### src/rtl/lfsr_pkg.sv
// Shared constants and helpers for the LFSR generator: default tap mask and the
// active-low hexadecimal seven-segment code table (bit7..bit1 = a..g, bit0 = dp).
package lfsr_pkg;

  localparam logic [7:0] LFSR_TAPS8 = 8'h1D;

  // Active-low codes, dp held off (1).
  localparam logic [7:0] SegTable [16] = '{
    8'h03, 8'h9F, 8'h25, 8'h0D, 8'h99, 8'h49, 8'h41, 8'h1F,
    8'h01, 8'h09, 8'h11, 8'hC1, 8'h63, 8'h85, 8'h61, 8'h71
  };

  function automatic logic [7:0] hex2seg(input logic [3:0] nib);
    return SegTable[nib];
  endfunction

endpackage

### src/rtl/lfsr_gen_if.sv
// Board-side bundle of the LFSR generator: control inputs from switches/buttons
// and the state, counter, flags and segment outputs toward LEDs and digits.
interface lfsr_gen_if #(
  parameter int unsigned WIDTH = 8
);
  localparam int unsigned DIGITS = WIDTH / 4;

  logic                  load;
  logic [WIDTH-1:0]      seed;
  logic                  step;
  logic                  run;
  logic [WIDTH-1:0]      value;
  logic [WIDTH-1:0]      count;
  logic                  wrap;
  logic                  seed_fix;
  logic [DIGITS*8-1:0]   seg;

  modport master (
    output load, seed, step, run,
    input  value, count, wrap, seed_fix, seg
  );

  modport slave (
    input  load, seed, step, run,
    output value, count, wrap, seed_fix, seg
  );

endinterface

### src/rtl/hex_seg_dec.sv
// Combinational nibble to active-low seven-segment decoder.
module hex_seg_dec
  import lfsr_pkg::*;
(
  input  logic [3:0] nib,
  output logic [7:0] seg
);

  // Table lookup; dp is always off.
  always_comb begin
    seg = hex2seg(nib);
  end

endmodule

### src/rtl/lfsr_gen.sv
// Fibonacci LFSR generator with seed load, synchronised single-step button,
// prescaled free-run mode, advance counter, period-wrap pulse and a registered
// hex seven-segment readout. Define LFSR_SEG_EN to build the segment decoders;
// without it the seg port is tied blank (all ones).
module lfsr_gen
  import lfsr_pkg::*;
#(
  parameter int unsigned      WIDTH    = 8,
  parameter logic [WIDTH-1:0] TAPS     = WIDTH'(LFSR_TAPS8),
  parameter int unsigned      PRESCALE = 50_000_000
) (
  input logic       clk,
  input logic       rst,
  lfsr_gen_if.slave bus
);

  localparam int unsigned      PsWidth = (PRESCALE > 1) ? $clog2(PRESCALE) : 1;
  localparam logic [PsWidth-1:0] PsMax = PsWidth'(PRESCALE - 1);

  logic               s1_q, s2_q, s3_q;
  logic [PsWidth-1:0] ps_q, ps_d;
  logic [WIDTH-1:0]   value_q, value_d;
  logic [WIDTH-1:0]   ref_q, ref_d;
  logic [WIDTH-1:0]   count_q, count_d;
  logic               wrap_q, wrap_d;
  logic               fix_q, fix_d;

  logic               step_edge;
  logic               tick;
  logic               advance;
  logic [WIDTH-1:0]   lfsr_next;
  logic [WIDTH-1:0]   seed_applied;

  assign step_edge    = s2_q & ~s3_q;
  assign tick         = bus.run && (ps_q == PsMax);
  assign advance      = step_edge | tick;
  assign lfsr_next    = {^(value_q & TAPS), value_q[WIDTH-1:1]};
  // Zero seed would lock the register up, so it is replaced by 1.
  assign seed_applied = (bus.seed == '0) ? WIDTH'(1) : bus.seed;

  // Step button synchroniser and edge-detect history.
  always_ff @(posedge clk) begin
    if (rst) begin
      s1_q <= 1'b0;
      s2_q <= 1'b0;
      s3_q <= 1'b0;
    end else begin
      s1_q <= bus.step;
      s2_q <= s1_q;
      s3_q <= s2_q;
    end
  end

  // Run-mode prescaler: counts while run is high, cleared by load or run low.
  always_comb begin
    ps_d = ps_q + PsWidth'(1);
    if (!bus.run || bus.load || (ps_q == PsMax)) begin
      ps_d = '0;
    end
  end

  // Next-state: load has priority over any advance in the same cycle.
  always_comb begin
    value_d = value_q;
    ref_d   = ref_q;
    count_d = count_q;
    wrap_d  = 1'b0;
    fix_d   = fix_q;
    if (bus.load) begin
      value_d = seed_applied;
      ref_d   = seed_applied;
      count_d = '0;
      fix_d   = (bus.seed == '0);
    end else if (advance) begin
      value_d = lfsr_next;
      count_d = count_q + WIDTH'(1);
      wrap_d  = (lfsr_next == ref_q);
    end
  end

  // Generator state registers.
  always_ff @(posedge clk) begin
    if (rst) begin
      ps_q    <= '0;
      value_q <= WIDTH'(1);
      ref_q   <= WIDTH'(1);
      count_q <= '0;
      wrap_q  <= 1'b0;
      fix_q   <= 1'b0;
    end else begin
      ps_q    <= ps_d;
      value_q <= value_d;
      ref_q   <= ref_d;
      count_q <= count_d;
      wrap_q  <= wrap_d;
      fix_q   <= fix_d;
    end
  end

  assign bus.value    = value_q;
  assign bus.count    = count_q;
  assign bus.wrap     = wrap_q;
  assign bus.seed_fix = fix_q;

`ifdef LFSR_SEG_EN
  localparam int unsigned DIGITS = WIDTH / 4;
  // Reset shows value 1: digit 0 reads "1", higher digits read "0".
  localparam logic [DIGITS*8-1:0] SegZero  = {DIGITS{hex2seg(4'h0)}};
  localparam logic [DIGITS*8-1:0] SegReset = (SegZero & ~((DIGITS*8)'(8'hFF))) |
                                             (DIGITS*8)'(hex2seg(4'h1));

  logic [DIGITS*8-1:0] seg_d, seg_q;

  for (genvar k = 0; k < DIGITS; k++) begin : g_digit
    hex_seg_dec u_dec (
      .nib (value_q[4*k +: 4]),
      .seg (seg_d[8*k +: 8])
    );
  end

  // Segment register, one cycle behind value.
  always_ff @(posedge clk) begin
    if (rst) begin
      seg_q <= SegReset;
    end else begin
      seg_q <= seg_d;
    end
  end

  assign bus.seg = seg_q;
`else
  assign bus.seg = '1;
`endif

endmodule

### src/flat_wrapper.sv
// flat-port wrapper written by rule: the top's interface ports become plain ports
module lfsr_gen_flat import lfsr_pkg::*;
#(
  parameter int unsigned      WIDTH    = 8,
  parameter logic [WIDTH-1:0] TAPS     = WIDTH'(LFSR_TAPS8),
  parameter int unsigned      PRESCALE = 50_000_000
)
  (clk, rst, bus_load, bus_seed, bus_step, bus_run, bus_value, bus_count, bus_wrap, bus_seed_fix, bus_seg);
  lfsr_gen_if #(.WIDTH(WIDTH)) bus_i ();
  input logic clk;
  input logic rst;
  input wire logic [$bits(bus_i.load)-1:0] bus_load;
  input wire logic [$bits(bus_i.seed)-1:0] bus_seed;
  input wire logic [$bits(bus_i.step)-1:0] bus_step;
  input wire logic [$bits(bus_i.run)-1:0] bus_run;
  output wire logic [$bits(bus_i.value)-1:0] bus_value;
  output wire logic [$bits(bus_i.count)-1:0] bus_count;
  output wire logic [$bits(bus_i.wrap)-1:0] bus_wrap;
  output wire logic [$bits(bus_i.seed_fix)-1:0] bus_seed_fix;
  output wire logic [$bits(bus_i.seg)-1:0] bus_seg;
  assign bus_i.load = bus_load;
  assign bus_i.seed = bus_seed;
  assign bus_i.step = bus_step;
  assign bus_i.run = bus_run;
  assign bus_value = bus_i.value;
  assign bus_count = bus_i.count;
  assign bus_wrap = bus_i.wrap;
  assign bus_seed_fix = bus_i.seed_fix;
  assign bus_seg = bus_i.seg;
  lfsr_gen #(.WIDTH(WIDTH), .TAPS(TAPS), .PRESCALE(PRESCALE)) u_core (.clk(clk), .rst(rst), .bus(bus_i));
endmodule
### config.mk
export PLATFORM = sky130hd
export DESIGN_NAME = lfsr_gen_flat
export DESIGN_NICKNAME = d
export VERILOG_FILES = /design/src/rtl/lfsr_pkg.sv /design/src/rtl/lfsr_gen_if.sv /design/src/rtl/hex_seg_dec.sv /design/src/rtl/lfsr_gen.sv /design/src/flat_wrapper.sv
export SDC_FILE = /design/constraint.sdc
export NUM_CORES = 1
export LEC_CHECK = 0
export CELL_PAD_IN_SITES_DETAIL_PLACEMENT = 0
export CELL_PAD_IN_SITES_GLOBAL_PLACEMENT = 1
export CORE_MARGIN = 2
export CORE_UTILIZATION = 35
export DETAILED_ROUTE_END_ITERATION = 12
export PLACE_DENSITY_LB_ADDON = 0.25
export SLEW_MARGIN = 20
export SYNTH_ARGS = -nofsm -noshare
export SYNTH_HDL_FRONTEND = slang
export SYNTH_SLANG_ARGS = --single-unit
export TNS_END_PERCENT = 30
### constraint.sdc
create_clock -name clk -period 2 [get_ports clk]
set_input_delay 0.2 -clock clk [delete_from_list [all_inputs] [get_ports clk]]
set_output_delay 0.2 -clock clk [all_outputs]
set_load 0.02 [all_outputs]
* After elaboration in Yosys (flattened, before gate mapping)
Cells that the tools add are included.
Storage, ports and cells: bits in registers 55, input bits 13, output and inout bits 34, word-level logic and storage cells 30
Operators by class: add/subtract/negate cells 2, eq/ne operators 2, multiplexer cells 3, bitwise gates (word level) 4, reductions and logical operators 10
Operators with widths (number):
- 26-bit by 1-bit adder with 26-bit output (second input constant) | 1
- 26-bit equality test (second input constant) | 1
- 8-bit 2-to-1 mux | 3
- 8-bit by 1-bit adder with 8-bit output (second input constant) | 1
- 8-bit equality test | 1
- 8-bit zero test | 1
- 8-bit XOR reduction | 1
- 2-bit OR reduction | 2
- 3-bit OR reduction | 1
- 1-bit logical OR | 2
- 1-bit NOT | 2
- 2-bit nonzero test | 1
- 1-bit bitwise AND | 1
- 1-bit logical AND | 1
- 1-bit zero test | 1
- 1-bit bitwise OR | 1

* Logic depth before layout (Yosys ltp)
Gate-level depths: netlist of the first run.
depth in word-level cells 5, mapped depth 7

* Worst setup path before layout of the first run
No wires, ideal clock.
kind reg2reg, start register u_core.ps_q[0], end register u_core.value_q[7] (netlist: u_core.bus.value[7]), library setup time 0.080 ns, arrival time 1.703 ns, data required time 1.920 ns, path slack 0.217 ns, stages on the path, launching flop included 7, period minus slack after synthesis 1.783 ns, cell sequence dfxtp_1 -> ha_1 -> and4_1 -> nand4_2 -> o22ai_4 -> or4b_2 -> o211ai_1
On the way: longest elaborated chain between the ends 4
Ends and longest elaborated chain:
- start, declared | line lfsr_gen.sv:21 | logic [PsWidth-1:0] ps_q, ps_d;
- start signal, assigned | line lfsr_gen.sv:91 | ps_q <= ps_d;
- 26-bit equality test | line lfsr_gen.sv:35 | assign tick = bus.run && (ps_q == PsMax);
- 1-bit logical AND | line lfsr_gen.sv:35
- 1-bit bitwise OR | line lfsr_gen.sv:36 | assign advance = step_edge | tick;
- 2-bit nonzero test (no line)
- end signal, assigned | line lfsr_gen.sv:92 | value_q <= value_d;
- end, declared | line lfsr_gen.sv:22 | logic [WIDTH-1:0] value_q, value_d;
No other way between the ends. A chain may end at the register's enable or synchronous reset.

* Worst setup path in the final report of the first run
start register u_core.ps_q[1], end register u_core.value_q[2] (netlist: u_core.bus.value[2])
The elaborated chain is that of the path after synthesis.

==> results of run 1 <==
## critical path: cells and delay by family (launching register included)
family / cells / cell delay (ps)
simple gates: 3 / 480
compound gates: 2 / 480
flops: 1 / 360
fa+ha+maj: 1 / 220
buf+inv: 1 / 190
## kinds of logic (layout without fill, tap and decap cells)
logic type                 count (synthesis)  in the layout
AOI/OAI and AO/OA                         22             22
xor gates and xnor gates                  36             36
adders and majority gates                  2              2
buffers and inverters                     31             50
DFF                                       55             55
muxes                                     11             11
other                                      1             16
and+or+nand+nor                          134            134
## area by class of cell
type | count | area, um2 | share of cell area [%]
clock buffer | 7 | 86.33 | 2.761
clock inverter | 1 | 8.758 | 0.2801
inverter | 4 | 15.01 | 0.4802
multi-input combinational | 221 | 1423 | 45.50
sequential | 55 | 1102 | 35.25
tap | 99 | 123.9 | 3.962
timing repair buffer | 38 | 367.9 | 11.76
## how the worst max path moves through the flow
stage,startpoint,endpoint,cells after the start
3_5_place_dp,u_core.ps_q[0],u_core.bus.value[5],7
2_1_floorplan,u_core.ps_q[0],u_core.bus.value[7],6
6_report,u_core.ps_q[1],u_core.bus.value[2],7
4_1_cts,u_core.ps_q[0],u_core.bus.value[4],7
5_1_grt,u_core.ps_q[1],u_core.bus.value[5],7
3_3_place_gp,u_core.ps_q[0],u_core.bus.value[3],7
## registers in the layout, indices dropped and copies added (netlist names)
register / flops
u_core.bus.seed_fix: 1
u_core.s1_q: 1
u_core.bus.wrap: 1
u_core.ref_q: 8
u_core.bus.count: 8
u_core.bus.value: 8
u_core.s3_q: 1
u_core.ps_q: 26
u_core.s2_q: 1
## routing by layer
metal	global-route usage (%)	vias up
li1	-	1043
met1	18.20	913
met2	20.06	38
met3	2.490	4
met4	5.303	0
met5	0	-
## cell usage in the layout, fill, tap and decap left out, drive strengths merged, types with 7 or more instances in the layout
| cell | instances |
|---|---|
| buf | 8 |
| clkbuf | 7 |
| clkdlybuf4s50 | 30 |
| conb | 16 |
| dfxtp | 55 |
| mux2i | 11 |
| nand2 | 14 |
| nand3 | 15 |
| nand4 | 10 |
| nor2 | 59 |
| nor3 | 9 |
| xnor2 | 10 |
| xor2 | 26 |
## repair_timing
item	4_1_cts	5_1_grt
setup buffers	0	0
hold buffers	0	0
gates resized for setup	0	5
endpoints found under the setup margin	0	5
hold endpoints to repair	0	0
## metrics by stage
step	total power, mW	std cells	instance area [um2]
after floorplan	1.352	307	2718
after global placement	1.414	417	3019
after detailed placement	1.414	417	3019
after CTS	2.066	425	3114
after global routing	2.137	425	3127
final	2.040	425	3127
## report_power, final
part | switching, mW | internal [mW] | total (mW) | leakage [nW]
clock | 0.367 | 0.285 | 0.652 | 0.0484
combinational | 0.135 | 0.105 | 0.240 | 0.725
sequential | 0.0269 | 1.12 | 1.15 | 0.448
total | 0.528 | 1.51 | 2.04 | 1.22
==> results.txt, run 1 <==
----------------------------------------------------
[Routing]
  Number of vias per cell ... 4.701
  DRC marker count from the first detailed-route iteration ... 76
  Detailed-router iteration count before antenna repair ... 4
  Number of nets with antenna violations after detailed routing ... 0
  Routed length on met1 ... 2.745 mm
  Detailed-routed wire length on met2 ... 2.204 mm
  Remaining routing DRC violations ... 0
  Highest metal used ... met4
  Number of vias after detailed routing ... 1998
  Routed wire per std cell ... 12.17 um
  Final routed wirelength across all metal layers ... 5.173 mm
  Met3 layer wire length in the routed design ... 156 um

[Global routing]
  Overall overflow remaining after global route ... 0
  Wire length of the first global-routing pass ... 8.907 mm
  Largest net degree at the start of global routing ... 27
  Overall global routing resource usage ... 13.13%
  Antenna violations before repair ... 0
  Vias in the first global route ... 1886

[Setup path]
  Critical path class ... register to register
  Launching element type of the critical path ... register
  Largest fanout of any net on the critical path ... 14
  R2r startpoint ... u_core.ps_q[1]
  Arrival @ worst endpoint ... 2030 ps
  Cells traversed along the worst timing path ... ha_2 > and4_2 > nand4_2 > o22ai_4 > buf_8 > nor3_1 > a2111oi_2
  Data required, critical path ... 2220 ps
  Nature of the critical path endpoint ... register
  Largest stage delay, worst path ... 360 ps
  Endpoint of the worst-slack reg-to-reg timing path ... u_core.bus.value[2]
  Crit path max-delay cell type ... dfxtp_1
  Worst R2R Path Depth ... 7
  FF-to-FF setup slack ... 190 ps

[Placement]
  Port-buffer cells ... 30
  GP Congestion ... 0.7640
  Half-perimeter wire length of the detailed placement result ... 3.729 mm
  Post-placement worst setup slack ... 55.43 ps

[Synth]
  Commonest cells in the synthesized netlist ... nor2_1 (59), dfxtp_1 (55), xor2_1 (26), buf_4 (16), nand3_1 (15)
  Leading cell type by number of instances after synthesis ... nor2_1
  Post-Synthesis Cells ... 292
  Count of yosys warnings during synthesis ... 0
  Main area contributors after synthesis ... dfxtp_1 (41%), xor2_1 (8.6%), nor2_1 (8.3%), buf_4 (4.5%), mux2i_1 (4.1%)
  Proportion of synthesized area in mux cells ... 4.137%
  Area share of the largest cell type after synthesis ... 41.37%
  Number of enable flip-flop cells after synthesis ... 0
  Area share of and/or/nand/nor cells after synthesis ... 26.42%
  Synth Area in XOR/XNOR ... 11.85%
  Largest family of logic cells by synthesized area ... simple AND/OR/NAND/NOR gates
  Fraction of the mapped netlist area in compound gates ... 7.710%
  Yosys top cell by area ... dfxtp_1
  Ys async rst share ... 0%
  Post-Synth Adder-Cell Area ... 0.9403%
  Post-Syn Area per Cell ... 9.114 um2
  Total of flip-flops plus latches after synthesis ... 55
  Top_reg_cell synth ... dfxtp_1
  Cell area after synthesis ... 0.002661 mm2
  Sequential share of the synthesized area ... 41.37%
  Count of unique library cells instantiated by Yosys ... 45

[Die]
  Die height ... 91.20 um
  Boundary pin count ... 47
  Core Rows ... 31
  Placeable core area ... 0.007292 mm2
  Die outline area ... 0.008317 mm2
  Width of the die ... 91.20 um
  Initial core utilization ... 36.50%

[Cells and area]
  Area growth syn-to-layout ... 17.49%
  Proportion of layout cells with a drive suffix above 1 ... 10.12%
  Inserted Diodes ... 0
  Count of nets after finishing ... 340
  Layout filler cell count ... 753
  Final core occ ... 42.88%

[STA]
  TNS Setup ... 0 ps
  Final max-slew violation count ... 0
  Max Clock Freq ... 552.9 MHz
  Period utilisation layout ... 90.44%
  Minimum period implied by the final worst setup slack ... 1809 ps
  RSZ-0062 raised after global routing ... no
  Endpoints failing hold ... 0
  Worst clock skew ... 15.26 ps
  Final setup viols ... 0
  Post-route worst hold slack ... 426.4 ps
  Worst path setup slack after routing ... 191.3 ps

[Clock tree]
  Clock input transition at the sequential cells of the worst setup and hold paths ... 100 ps
  Maximum buffer depth of the clock tree ... 2
  CTS HTree Levels ... 2
  CTS Buf Count ... 5
  Clock tree from TritonCTS ... built
  Root Driver ... clkbuf_8
  Number of clock sinks seen by CTS ... 55
  Worst-skew pair later-pin latency ... 310 ps

[Power and ir drop]
  Leak pwr ... 1.222 nW
  Maximum resistive drop on vdd ... 0.3301 mV
  Pwr per Cell Area ... 652.3 mW/mm2

[Min path]
  Class of the tightest hold or removal check ... register to register
  Number of cells on the worst hold path ... 1
  Worst hold path endpoint ... u_core.s2_q
  Startpoint of the lowest-slack hold path ... u_core.s1_q

[Flow run]
  # Max-Cap Violations ... 0

[Status]
  Outcome ... complete, no violations

----------------------------------------------------
Power figures use the tool's default switching activity.
==> run 2, diff against run 1 <==
Settings changed: CAP_MARGIN from default to 5, CTS_CLUSTER_DIAMETER from default to 30.
==> results of run 2 <==
The final DEF is identical to that of run 1; final timing and power are the same.
